--- src/rtl/regfile_sb.sv ---
// Register file with write-through bypass, multiple combinational read ports and a
// per-register pending-write scoreboard for issue/writeback hazard tracking.
module regfile_sb #(
    parameter int ADDRESS_WIDTH = 5,
    parameter int DATA_WIDTH    = 32,
    parameter int NUM_READ      = 2,
    parameter int A0_INDEX      = 10
) (
    input  logic                              clk,
    input  logic                              rst,
    input  logic [NUM_READ*ADDRESS_WIDTH-1:0] ad_rd,
    output logic [NUM_READ*DATA_WIDTH-1:0]    rd_data,
    output logic [NUM_READ-1:0]               rd_busy,
    input  logic [ADDRESS_WIDTH-1:0]          ad3,
    input  logic                              WE3,
    input  logic [DATA_WIDTH-1:0]             WD3,
    input  logic                              iss_valid,
    input  logic [ADDRESS_WIDTH-1:0]          iss_rd,
    output logic [DATA_WIDTH-1:0]             a0,
    output logic [2**ADDRESS_WIDTH-1:0]       busy_vec
);

    localparam int DEPTH = 2**ADDRESS_WIDTH;

    if (NUM_READ < 1 || NUM_READ > 4) begin : g_bad_num_read
        $error("regfile_sb: NUM_READ must be in 1..4");
    end
    if (A0_INDEX < 0 || A0_INDEX >= DEPTH) begin : g_bad_a0_index
        $error("regfile_sb: A0_INDEX must be below 2**ADDRESS_WIDTH");
    end

    localparam logic [ADDRESS_WIDTH-1:0] A0_AD = ADDRESS_WIDTH'(A0_INDEX);

    logic [DATA_WIDTH-1:0] regs [DEPTH];
    logic [DEPTH-1:0]      busy;
    logic [DEPTH-1:0]      busy_next;

    // Issue is applied after writeback so a same-register collision leaves the new producer pending.
    always_comb begin
        busy_next = busy;
        if (WE3) begin
            busy_next[ad3] = 1'b0;
        end
        if (iss_valid) begin
            busy_next[iss_rd] = 1'b1;
        end
        busy_next[0] = 1'b0;
    end

    always_ff @(posedge clk or posedge rst) begin
        if (rst) begin
            busy <= '0;
            for (int n = 0; n < DEPTH; n++) begin
                regs[n] <= '0;
            end
        end else begin
            busy <= busy_next;
            if (WE3 && ad3 != '0) begin
                regs[ad3] <= WD3;
            end
        end
    end

    assign busy_vec = busy;

    for (genvar i = 0; i < NUM_READ; i++) begin : g_rd
        logic [ADDRESS_WIDTH-1:0] ad;
        logic                     hit;
        logic [DATA_WIDTH-1:0]    val;

        assign ad  = ad_rd[i*ADDRESS_WIDTH +: ADDRESS_WIDTH];
        assign hit = WE3 && (ad3 == ad);

        always_comb begin
            val = '0;
            if (!rst && ad != '0) begin
                val = hit ? WD3 : regs[ad];
            end
        end

        assign rd_data[i*DATA_WIDTH +: DATA_WIDTH] = val;
        assign rd_busy[i] = !rst && busy[ad] && !hit;
    end

    logic a0_hit;
    assign a0_hit = WE3 && (ad3 == A0_AD);

    always_comb begin
        a0 = '0;
        if (!rst && A0_AD != '0) begin
            a0 = a0_hit ? WD3 : regs[A0_AD];
        end
    end

endmodule

--- config.mk ---
export PLATFORM = sky130hd
export DESIGN_NAME = regfile_sb
export DESIGN_NICKNAME = d
export VERILOG_FILES = /design/src/rtl/regfile_sb.sv
export SDC_FILE = /design/constraint.sdc
export NUM_CORES = 2
export LEC_CHECK = 0
export ABC_CLOCK_PERIOD_IN_PS = 52900
export CORE_AREA = 2 2 395 495
export DETAILED_ROUTE_END_ITERATION = 8
export DIE_AREA = 0 0 397 497
export MAX_ROUTING_LAYER = met4
export SYNTH_ARGS = -nofsm -noshare
export SYNTH_HDL_FRONTEND = slang
export SYNTH_SLANG_ARGS = --single-unit
--- constraint.sdc ---
create_clock -name clk -period 52.9 [get_ports clk]
set_clock_uncertainty 0.05 [all_clocks]
set_input_delay 10.58 -clock clk [delete_from_list [all_inputs] [get_ports clk]]
set_output_delay 10.58 -clock clk [all_outputs]
set_load 0.03 [all_outputs]
==> results_dict.tcl <==
set metrics [dict create \
    status "complete, no violations" \
    crit_slowest_cell "buf_4" \
    fin_cells 6577 \
    wl_per_cell_um 28.5 \
    area_growth_pct 13.0 \
    synth-seq-cells 1055 \
    cts_tree "yes" \
    nets 3981 \
    fin_util 0.338 \
    synth_top_family_by_area "multiplexers" \
    path_class "in -> out" \
    fmax_mhz 39.1 \
    crit_buf_inv 4 \
    synthTopCellsByArea "dfrtp_1 (46%), mux2_2 (19%), mux4_2 (16%)" \
    ctsResizeCount 0 \
    final_cell_mix "dfrtp_1 (1055), mux2_2 (984), mux4_2 (404), mux2i_1 (320), clkdlybuf4s50_1 (176)" \
    crit_path_max_incr_delay_ps 820 \
    routed_wl_um 187000 \
    placed_cells 6367 \
    async_flop_share 1.00 \
    tns_ps 0 \
    root_buffer "clkbuf_16" \
    crit_chain "buf_8, buf_4, buf_4, mux4_2, nor2b_1, a211oi_1, a211oi_1, a221o_1, clkdlybuf4s50_1" \
    finalHoldViolCount 0 \
    synth_seq_area_share 0.460 \
    syn-num-nets 4058 \
    worst-path-max-fanout 63 \
    peakVddDrop_mv 0.0258 \
    gp_congestion 0.786 \
    finalCritPeriodShare 0.484 \
    drt_iter0_markers 2853 \
    die_h_um 497 \
    rsz0062_at_grt "false" \
    finalCriticalPeriod_ps 25590 \
    grt.overflow.total 0 \
    synthMuxAreaShare 0.409 \
    yosysTopAreaCellShare 0.460 \
    synth_adder_area_share 0 \
    die_w_um 397 \
    drc_errors 0 \
    yosys.area.top_type "dfrtp_1" \
    synth_simple_gate_area_frac 0.0236 \
    clock_path_buffers 3 \
    clock_sinks 1055 \
    cts-htree-levels 3 \
    hold_ws_ps 346 \
    vias_per_cell 5.68 \
    worstPathRequired_ps 42270 \
    holdBufCountCts 0 \
    slew_viol_final 0 \
    drtAntennaViolNets 0 \
    start_util 0.299 \
    antenna_found_initial 20 \
    portBuffers 184 \
    avgSynthCellArea_um2 14.3 \
    ys_types 41 \
    p_leak_nw 27.2 \
    cts.reportedPaths.clkPinSlew_ps 70 \
    max_slew_margin 0.153 \
    crit_family "buffers and inverters" \
    netlist_area_mm2 0.0574 \
    synth_compound_area_frac 0.0667 \
    crit_path_start_kind "input port" \
    pre_cts_ws_ps 27290 \
    grt_pass1_wl_um 275000 \
    drt_pass1_iterations 5 \
    setup_ws_ps 27310 \
    vias 37400 \
    synth_xor_area_frac 0.00153 \
    grt_max_degree 128 \
    grtUsageTotal 0.193 \
    num_io_pins 186 \
    dieArea_mm2 0.197 \
    coreArea_mm2 0.192 \
    setup_viol_count_final 0 \
    drive_gt1_frac 0.426 \
    tightest_slew_ps 1270 \
    min_path_type "reg -> reg" \
    synthFlopType "dfrtp_1" \
    postCtsSetupRepairBufs 0 \
    grt_pass1_vias 38700 \
    cts_buffers 104 \
    yosysWarningCount 0 \
    synth_edf_count 0 \
    p_per_area_mw_per_mm2 37.2 \
    layout_commonest_cell "dfrtp_1" \
    arrival_ps 14960 \
    maxCapViolCount 0 \
    clk_latency_ps 730 \
    synthCells 4002 \
    rows 180 \
    dpl.hpwl_um 105000 \
    critPathCaptureType "output pin" \
]
## cell families (layout without fill, tap and decap cells)
group | Yosys count | after routing
flip-flops | 1055 | 1055
multiplexers | 1716 | 1716
XOR/XNOR | 10 | 10
other | 1 | 13
AND/OR/NAND/NOR | 257 | 257
buffers and inverters | 466 | 481
AO/OA/AOI/OAI | 497 | 497
## stage by stage
step                      area, um^2  power (mW)
final                          64900        2.41
after global routing           64900        2.52
after CTS                      64800        2.43
after detailed placement       61200        1.62
after global placement         61200        1.60
after floorplan                57400        1.46
## report_power, final
part | internal (mW) | switching, mW | leakage (nW)
clock | 0.464 | 0.342 | 1.80
combinational | 0.297 | 0.236 | 11.9
sequential | 0.961 | 0.115 | 13.5
total | 1.72 | 0.693 | 27.2
## final timing paths
| kind | slack, ps | depth (start not counted) | start | endpoint |
|---|---|---|---|---|
| setup / recovery | 27310 | 9 | ad_rd[6] | rd_data[57] |
| hold / removal | 350 | 0 | regs[1020] | regs[1020] |
| setup reg to reg | 51950 | 1 | regs[675] | regs[675] |
| hold reg to reg | 350 | 0 | regs[1020] | regs[1020] |
| max in group asynchronous | 39770 | 4 | rst | regs[603] |
| min in group asynchronous | 10590 | 2 | rst | regs[430] |
## final cells by class
class	instances	area, um^2
Tap cell	2548	3190
Timing Repair Buffer	276	2600
Inverter	7	33.8
Antenna cell	12	30.0
Clock inverter	45	619
Multi-Input combinational cell	2481	29000
Fill cell	18600	127000
Clock buffer	153	3040
Sequential cell	1055	26400
## flip-flops by register name (all words and copies together) (netlist names)
signal / count
busy_vec: 31
regs: 1024
## synth_stat cells (all sizes together), types with 4 or more instances
| library cell | number |
|---|---|
| and2 | 34 |
| a22oi | 64 |
| nor3 | 10 |
| a22o | 17 |
| and3 | 6 |
| nor2 | 88 |
| nor2b | 64 |
| or2 | 4 |
| a221oi | 126 |
| nor3b | 8 |
| mux2 | 992 |
| a21oi | 4 |
| nand3b | 8 |
| nand2 | 23 |
| a221o | 62 |
| mux4 | 404 |
| nand3 | 6 |
| a211oi | 120 |
| buf | 242 |
| clkbuf | 217 |
| inv | 5 |
| mux2i | 320 |
| o21ai | 96 |
| dfrtp | 1055 |
| xnor2 | 10 |
## layer usage
| layer | routed length, um | global-route usage | vias to the layer above |
|---|---|---|---|
| li1 | - | - | 15400 |
| met4 | 7410 | 0.0765 | 0 |
| met3 | 12800 | 0.0386 | 411 |
| met2 | 90200 | 0.306 | 1282 |
| met1 | 76900 | 0.241 | 20300 |
| met5 | 0 | - | - |
Note: power is estimated with default switching activity, not from simulation.
